--- src/rtl/shared_reg_arbiter_pkg.sv ---
// shared_reg_arbiter_pkg: state encoding, default sizes and owner-width helper
package shared_reg_arbiter_pkg;
    typedef enum logic {IDLE = 1'b0, OWN = 1'b1} state_t;
    localparam int DEF_WIDTH = 8;
    localparam int DEF_N_REQ = 4;
    function automatic int clog2_w(input int n);
        int w;
        w = 1;
        while ((1 << w) < n) w++;
        return w;
    endfunction
endpackage

--- src/rtl/shared_reg_arbiter_rr_pick.sv ---
// shared_reg_arbiter_rr_pick: combinational round-robin picker
// ports: req (requests), rr_ptr (highest-priority index) -> winner (index), valid (any request)
module shared_reg_arbiter_rr_pick
    import shared_reg_arbiter_pkg::*;
#(
    parameter int N_REQ = DEF_N_REQ
) (
    input  logic [N_REQ-1:0]            req,
    input  logic [clog2_w(N_REQ)-1:0]   rr_ptr,
    output logic [clog2_w(N_REQ)-1:0]   winner,
    output logic                        valid
);
    localparam int PW = clog2_w(N_REQ);
    logic [PW-1:0] idx;
    // Scan from farthest to nearest so the first set bit at or after rr_ptr wins;
    // N_REQ is a power of two, so PW-bit truncation gives the wrap-around.
    always_comb begin
        winner = '0;
        idx = '0;
        for (int k = N_REQ - 1; k >= 0; k--) begin
            idx = rr_ptr + PW'(k);
            if (req[idx]) winner = idx;
        end
    end
    assign valid = |req;
endmodule

--- src/rtl/shared_reg_arbiter.sv ---
// shared_reg_arbiter: round-robin owner sequencer for one shared sync-clear data register
// ports: CLK (falling-edge clock), synchro_clr_n (sync active-low reset), req/clr_req/wdata (per requester),
//        grant (one-hot owner), owner (current/last owner), busy (owning), Q (register contents)
module shared_reg_arbiter
    import shared_reg_arbiter_pkg::*;
#(
    parameter int WIDTH     = DEF_WIDTH,
    parameter int N_REQ     = DEF_N_REQ,
    parameter int MAX_BURST = 4
) (
    input  logic                       CLK,
    input  logic                       synchro_clr_n,
    input  logic [N_REQ-1:0]           req,
    input  logic [N_REQ-1:0]           clr_req,
    input  logic [N_REQ*WIDTH-1:0]     wdata,
    output logic [N_REQ-1:0]           grant,
    output logic [clog2_w(N_REQ)-1:0]  owner,
    output logic                       busy,
    output logic [WIDTH-1:0]           Q
);
    localparam int PW = clog2_w(N_REQ);
    state_t        state;
    logic [PW-1:0] rr_ptr;
    logic [PW-1:0] winner;
    logic          valid;
    logic [3:0]    burst_cnt;
    shared_reg_arbiter_rr_pick #(.N_REQ(N_REQ)) u_pick (
        .req    (req),
        .rr_ptr (rr_ptr),
        .winner (winner),
        .valid  (valid)
    );
    always_ff @(negedge CLK) begin
        if (!synchro_clr_n) begin
            state     <= IDLE;
            Q         <= '0;
            grant     <= '0;
            busy      <= 1'b0;
            owner     <= '0;
            rr_ptr    <= '0;
            burst_cnt <= '0;
        end else if (state == IDLE) begin
            if (valid) begin
                state     <= OWN;
                owner     <= winner;
                grant     <= N_REQ'(1) << winner;
                busy      <= 1'b1;
                burst_cnt <= '0;
            end
        end else begin
            if (req[owner]) begin
                Q         <= clr_req[owner] ? '0 : wdata[owner*WIDTH +: WIDTH];
                burst_cnt <= burst_cnt + 4'd1;
            end
            // Release on dropped request or final burst write; releaser gets lowest priority.
            if (!req[owner] || burst_cnt == 4'(MAX_BURST - 1)) begin
                state  <= IDLE;
                grant  <= '0;
                busy   <= 1'b0;
                rr_ptr <= owner + 1'b1;
            end
        end
    end
endmodule

--- config.mk ---
export PLATFORM = sky130hd
export DESIGN_NAME = shared_reg_arbiter
export DESIGN_NICKNAME = d
export VERILOG_FILES = /design/src/rtl/shared_reg_arbiter_pkg.sv /design/src/rtl/shared_reg_arbiter_rr_pick.sv /design/src/rtl/shared_reg_arbiter.sv
export SDC_FILE = /design/constraint.sdc
export NUM_CORES = 1
export LEC_CHECK = 0
export ABC_AREA = 1
export CAP_MARGIN = 20
export CORE_MARGIN = 1
export CORE_UTILIZATION = 26
export DETAILED_ROUTE_END_ITERATION = 6
export REMOVE_ABC_BUFFERS = 1
export SETUP_SLACK_MARGIN = 0.5
export SYNTH_ARGS = -nofsm -noshare
export SYNTH_HDL_FRONTEND = slang
export SYNTH_SLANG_ARGS = --single-unit
--- constraint.sdc ---
create_clock -name CLK -period 2.9 [get_ports CLK]
set_input_delay 0.58 -clock CLK [delete_from_list [all_inputs] [get_ports CLK]]
set_output_delay 0.58 -clock CLK [all_outputs]
set_load 0.01 [all_outputs]
==> out/metrics.yaml, run 1 <==
timing:
  final.setup_skew_ns: 0.0147
  final-hold-violation-count: 0
  post-route-worst-setup-slack_ns: 0.0785
  rsz0062_at_grt: "yes"
  max-slew-margin-rel_pct: 54.8
  timing_worst_slew_pin_value_ns: 0.677
  report.final.setup_viol: 0
  setup-tns-final_ns: 0
  drv_slew: 0
yosys:
  top_flip_flop_cell_by_instance_count_after_synthesis: "dfxtp_1"
  yosysWarningCount: 0
  asyncSetResetFlopFracSynth_pct: 0
  synth_seq_area_share_pct: 30.7
  synth.area.top_cells: "dfxtp_1 (31%), nand2_1 (11%), o21ai_0 (8.0%)"
  yosys.cell_count.top_type: "nand2_1"
  synth-edff-count: 0
  post_synth_instance_area_um2: 1430
  syn_inst: 219
  synthDistinctLibCells: 29
  number_of_register_bits_inferred_by_synthesis: 22
  synth.avg_cell_area_um2: 6.55
  synth.largest_area_cell: "dfxtp_1"
  synth_top_area_share_pct: 30.7
  synth_common_cells: "nand2_1 (43), nor2_1 (23), o21ai_0 (23), dfxtp_1 (22), a21oi_1 (21)"
critical_path:
  crit-reg2reg-launch: "rr_ptr[0]$_SDFFE_NN0P_"
  slowest_delay_ns: 0.34
  r2r.worst_path.cells: 11
  timing.critical_path.slowest_stage_cell: "dfxtp_2"
  critical_path_required_ns: 2.32
  register_to_register_setup_slack_ns: 0.81
  criticalPathCategory: "flip-flop to primary output"
  crit_fanout: 2
  reg_to_reg_critical_path_endpoint: "owner[0]$_SDFFE_NN0P_"
  critPathLaunchType: "flip-flop"
  cp_cell_sequence: "buf_6"
  data_arrival_time_of_the_critical_path_ns: 2.24
  cp.buffers_inverters: 1
  cpLargestDelayFamily: "flip-flops"
  critical_path.endpoint_type: "primary output"
global_route:
  maximum_number_of_pins_on_one_net_before_global_route_repair: 24
  number_of_global_route_vias_before_repair: 1863
  grt_antenna_before_repair: 0
  global_route.overflow_total: 0
  grt.total_usage_pct: 16.2
  grt_first_pass_wirelength_um: 7720
worst_hold_path:
  worstHoldEndpoint: "grant[0]$_SDFFE_NN0P_"
  holdCritPathClass: "flip-flop to flip-flop"
  hold_path.startpoint: "grant[0]$_SDFFE_NN0P_"
  whs_path_depth: 2
routing:
  drc: 0
  routed_wl_um: 4660
  first_pass_drt_iterations: 4
  vias_per_cell: 4.70
  route.detailed.wl_per_inst_um: 12.1
  ant_nets: 0
  routed-via-count: 1808
  drt_first_iter_violations: 54
place:
  hpwl_um: 3110
  globalplace.congestion: 0.770
  post-place-cells: 350
  portBuffers: 56
  post-place-ws_ns: -0.602
floorplanning:
  dieArea_um2: 5820
  initial_utilization_pct: 27.5
  rows: 26
  core-area_um2: 5200
  io_pins: 57
  die_width_um: 76.3
  fp.dieH_um: 76.3
cts:
  clk_path_buf_depth: 2
  cts-htree-levels: 1
  cts_num_sinks: 22
  cts_buffers: 3
  worst_setup_hold_path_clk_slew_ns: 0.04
  root_buffer: "clkbuf_8"
  tritoncts: "done"
  worst_skew_pair.late_latency_ns: 0.35
outcome:
  outcome: "finished, final reports clean"
layout:
  layout.cells.non_filler: 385
  post_route_cells_drive_above_1_share_pct: 49.2
  n_antenna_cell: 0
  area_growth_pct: 88.5
  fin_nets: 359
  fillers: 534
  final_util_pct: 51.9
pwr:
  cellPowerDensity_nw_per_um2: 503
  vdd_ir_drop_max_uv: 226
  power_leakage_nw: 1.24
flow_run:
  cap_violations: 0
-- routing by layer --
layer | up-vias | routed length, um | track usage [%]
li1 | 921 | - | -
met1 | 835 | 1930 | 17.0
met2 | 48 | 2420 | 28.0
met3 | 4 | 289 | 7.07
met4 | 0 | 27 | 6.73
met5 | - | 0 | 0
-- sequential cells by signal, indices dropped and copies added (netlist names) --
register	flops
busy	1
owner	2
Q	8
state	1
burst_cnt	4
rr_ptr	2
grant	4
-- logic make-up (layout without fill, tap and decap cells) --
group / Yosys count / in the layout / synth area share [%]
compound gates: 60 / 60 / 23.6
flops: 22 / 22 / 30.7
simple gates: 103 / 103 / 34.5
buf+inv: 32 / 128 / 9.77
xor+xnor: 1 / 1 / 0.611
fa+ha+maj: 1 / 1 / 0.872
-- per-stage QoR --
stage | cell area (um2) | total power, mW | hold WS, ns
final | 2700 | 1.36 | 0.458
after global routing | 2700 | 1.48 | 0.479
after CTS | 2490 | 1.29 | 0.463
after detailed placement | 2130 | 0.899 | 0.455
after global placement | 2130 | 0.896 | 0.451
after floorplan | 1390 | 0.695 | 0.448
-- cells in the final DEF, fill, tap and decap left out, types with 11 or more instances in the layout --
master / netlist / final
inv_1: 16 / 32
nand2_1: 43 / 15
nand2_4: 2 / 12
nor2_1: 23 / 22
o21ai_1: 3 / 19
dfxtp_2: 0 / 15
a21oi_2: 1 / 16
clkdlybuf4s50_1: 0 / 11
buf_6: 1 / 17
dlygate4sd2_1: 0 / 26
nand2_2: 7 / 23
buf_4: 2 / 18
-- report_power, final --
part	switching [mW]	internal, mW	total (mW)
Clock	0.187	0.135	0.323
Combinational	0.364	0.289	0.653
Sequential	0.0402	0.343	0.384
-- how the worst max path moves through the flow --
stage                                from                   endpoint  depth (start not counted)
floorplan                          req[2]      grant[0]$_SDFFE_NN0P_                          7
global placement                   req[1]  burst_cnt[2]$_SDFFE_NN0P_                         10
detailed placement                 req[1]  burst_cnt[2]$_SDFFE_NN0P_                         10
CTS                 owner[1]$_SDFFE_NN0P_                   owner[1]                          1
global route        owner[1]$_SDFFE_NN0P_                   owner[1]                          1
finish              owner[1]$_SDFFE_NN0P_                   owner[1]                          1
-- cell type report --
class,count,area [um2],share of cell area (%)
Clock buffer,3,41.3,1.53
Multi-Input combinational cell,165,1160,43.0
Timing Repair inverter,1,11.3,0.417
Sequential cell,22,459,17.0
Timing Repair Buffer,77,744,27.5
Clock inverter,23,87.6,3.24
Inverter,24,110,4.07
Tap cell,70,87.6,3.24
-- repair_timing --
| action | 4_1_cts | 5_1_grt |
|---|---|---|
| setup buffers | 3 | 6 |
| gates resized for setup | 216 | 44 |
| endpoints found under the hold margin | 0 | 0 |
| setup endpoints to repair | 37 | 37 |
| hold buffers | 0 | 0 |
| cloned | 1 | 0 |
| pin swaps | 68 | 32 |
Power figures use the tool's default switching activity.
==> run 2: changes to the inputs <==
REMOVE_ABC_BUFFERS = not set   (was 1)
==> run 2 against run 1 <==
Effect of this change: clock skew hardly changed; cell count stayed put; setup slack worse by 0.014 ns; critical endpoint is now burst_cnt[0]$_SDFFE_NN0P_.
==> out/metrics.yaml, run 2 (synthesis results as in run 1) <==
pwr:
  cellPowerDensity_nw_per_um2: 495  # -1.6%
  vdd_ir_drop_max_uv: 196  # -13%
  p_clk_share_pct: 23.3  # -0.4 points
  power_leakage_nw: 1.20  # -2.6%
  net_switching_fraction_of_the_power_pct: 43.1  # -0.45 points
  combinational_cell_fraction_of_total_power_pct: 49.5  # +1.5 points
  p_int_mw: 0.782  # +1.9%
  switching_power_mw: 0.592  # about the same
  seqPwrFrac_pct: 27.3  # -0.9 points
place:
  hpwl_um: 3310  # +6.6%
  post-place-cells: 354  # +1.1%
  placedInstanceArea_um2: 2250  # +5.8%
  portBuffers: 56  # unchanged
  globalplace.congestion: 0.807  # +4.8%
critical_path:
  register_to_register_setup_slack_ns: 1.11  # +0.30 ns
  critical_path_required_ns: 1.72  # -0.60 ns
  critical_path.endpoint_type: "flip-flop"
  data_arrival_time_of_the_critical_path_ns: 1.65  # -0.59 ns
  criticalPathCategory: "input port to flip-flop"
  critPathLaunchType: "input port"
  crit_fanout: 5  # +3
layout:
  largest-register: "Q"
  n_antenna_cell: 0  # unchanged
  area_growth_pct: 93.6
  largest_register_ff_count: 8  # unchanged
  mostFrequentLayoutCells: "inv_1 (33), clkdlybuf4s50_1 (30), nand2_1 (28)"
  layout_commonest_cell: "inv_1"
  post_route_cells_drive_above_1_share_pct: 45.4  # -3.8 points
  layout.cells.non_filler: 385  # unchanged
  fin_nets: 359  # unchanged
  top_regs: "Q: 8 flops, burst_cnt: 4 flops, grant: 4 flops"
  layout.cell_area.non_filler_um2: 2780  # +2.7%
floorplanning:
  io_pins: 57  # unchanged
  dieArea_um2: 5820  # unchanged
  rows: 26  # unchanged
  initial_utilization_pct: 27.5  # unchanged
  die_width_um: 76.3  # unchanged
  core-area_um2: 5200  # unchanged
  fp.dieH_um: 76.3  # unchanged
timing:
  rsz0062_at_grt: "yes"
  max-slew-margin-rel_pct: 76.0  # +21 points
  final-hold-violation-count: 0  # unchanged
  drv_slew: 0  # unchanged
  report.final.setup_viol: 0  # unchanged
  timing_worst_slew_pin_value_ns: 0.360  # -0.317 ns
  final.setup_skew_ns: 0.0151  # +0.000419 ns
  setup-tns-final_ns: 0  # unchanged
global_route:
  global_route.overflow_total: 0  # unchanged
  grt_first_pass_wirelength_um: 7640  # -1.1%
  grt_antenna_before_repair: 0  # unchanged
  maximum_number_of_pins_on_one_net_before_global_route_repair: 24  # unchanged
  grt.total_usage_pct: 15.8  # -0.37 points
  number_of_global_route_vias_before_repair: 1806  # -3.1%
routing:
  routed-via-count: 1799  # -0.50%
  route.detailed.wl_per_inst_um: 12.1  # about the same
  drc: 0  # unchanged
  routed_wl_um: 4670  # about the same
  vias_per_cell: 4.67  # -0.50%
  drt_first_iter_violations: 72  # +33%
  ant_nets: 0  # unchanged
  first_pass_drt_iterations: 5  # +1
cts:
  worst_setup_hold_path_clk_slew_ns: 0.03  # about the same
  cts-htree-levels: 1  # unchanged
  cts_buffers: 3  # unchanged
  root_buffer: "clkbuf_8"
  number_of_hold_buffers_added_after_cts: 0  # unchanged
  cts_num_sinks: 22  # unchanged
  tritoncts: "done"
  worst_skew_pair.late_latency_ns: 0.34  # about the same
  clk_path_buf_depth: 2  # unchanged
flow_run:
  cap_violations: 0  # unchanged
yosys:
  postSynthNetCount: 262
outcome:
  outcome: "finished, final reports clean"
worst_hold_path:
  holdCritPathClass: "flip-flop to flip-flop"
[run 2: changes by cell type in the layout (fill, tap and decap cells not counted), moves of 8 or more]
| cell | change |
|---|---|
| clkdlybuf4s50_1 | +19 |
| nand2_1 | +13 |
| nand2_4 | -8 |
| dlygate4sd2_1 | -22 |
| buf_6 | +8 |
| o21ai_0 | +10 |
| o21ai_1 | -11 |
[run 2: final timing paths]
check / startpoint / endpoint / depth (start not counted)
max: req[1] / burst_cnt[0]$_SDFFE_NN0P_ / 10
min: grant[2]$_SDFFE_NN0P_ / grant[2]$_SDFFE_NN0P_ / 2
max reg2reg: owner[0]$_SDFFE_NN0P_ / burst_cnt[0]$_SDFFE_NN0P_ / 10
min reg2reg: grant[2]$_SDFFE_NN0P_ / grant[2]$_SDFFE_NN0P_ / 2
[run 2: layout make-up]
type	count	area, um2
tap	70	87.6
fill	518	2430
timing repair inverter	1	8.76
timing repair buffer	77	790
clock buffer	3	41.3
sequential	22	462
inverter	24	135
clock inverter	23	88.8
multi-input combinational	165	1160
[run 2: worst max-delay path, stage by stage]
cell,delay [ns]
buf_6,0.10
buf_12,0.13
inv_12,0.05
nand3_4,0.07
o21ai_4,0.19
buf_12,0.15
nand2_8,0.07
buf_6,0.12
buf_6,0.10
a21oi_2,0.09
[run 2: what timing repair did]
| action | CTS | global route |
|---|---|---|
| setup buffers | 3 | 2 |
| endpoints found under the setup margin | 37 | 37 |
| gates cloned | 0 | 1 |
| resized for setup | 153 | 40 |
| pin swaps | 41 | 26 |
| hold endpoints to repair | 0 | 0 |
[run 2: power by group through the flow]
stage	combinational (mW)	clock, mW	sequential, mW
finish	0.680	0.320	0.374
global route	0.739	0.378	0.377
global placement	0.519	0.0485	0.366
detailed placement	0.522	0.0485	0.367
floorplan	0.305	0.0485	0.381
CTS	0.600	0.333	0.373
[run 2: layer usage]
metal	vias up	share of wire (%)	track usage (%)
li1	929	-	-
met1	804	40	17.2
met2	64	52	28.8
met3	2	7.8	6.23
met4	0	0.34	2.88
met5	-	0	0
[run 2: stage by stage]
stage	hold slack, ns	total power [mW]	utilization, %	worst slack [ns]
after floorplan	0.450	0.735	-	0.0615
after global placement	0.444	0.933	43.3	-0.650
after detailed placement	0.448	0.937	43.3	-0.679
after CTS	0.463	1.31	50.1	0.0680
after global routing	0.481	1.49	53.3	0.0492
final	0.461	1.37	53.3	0.0645
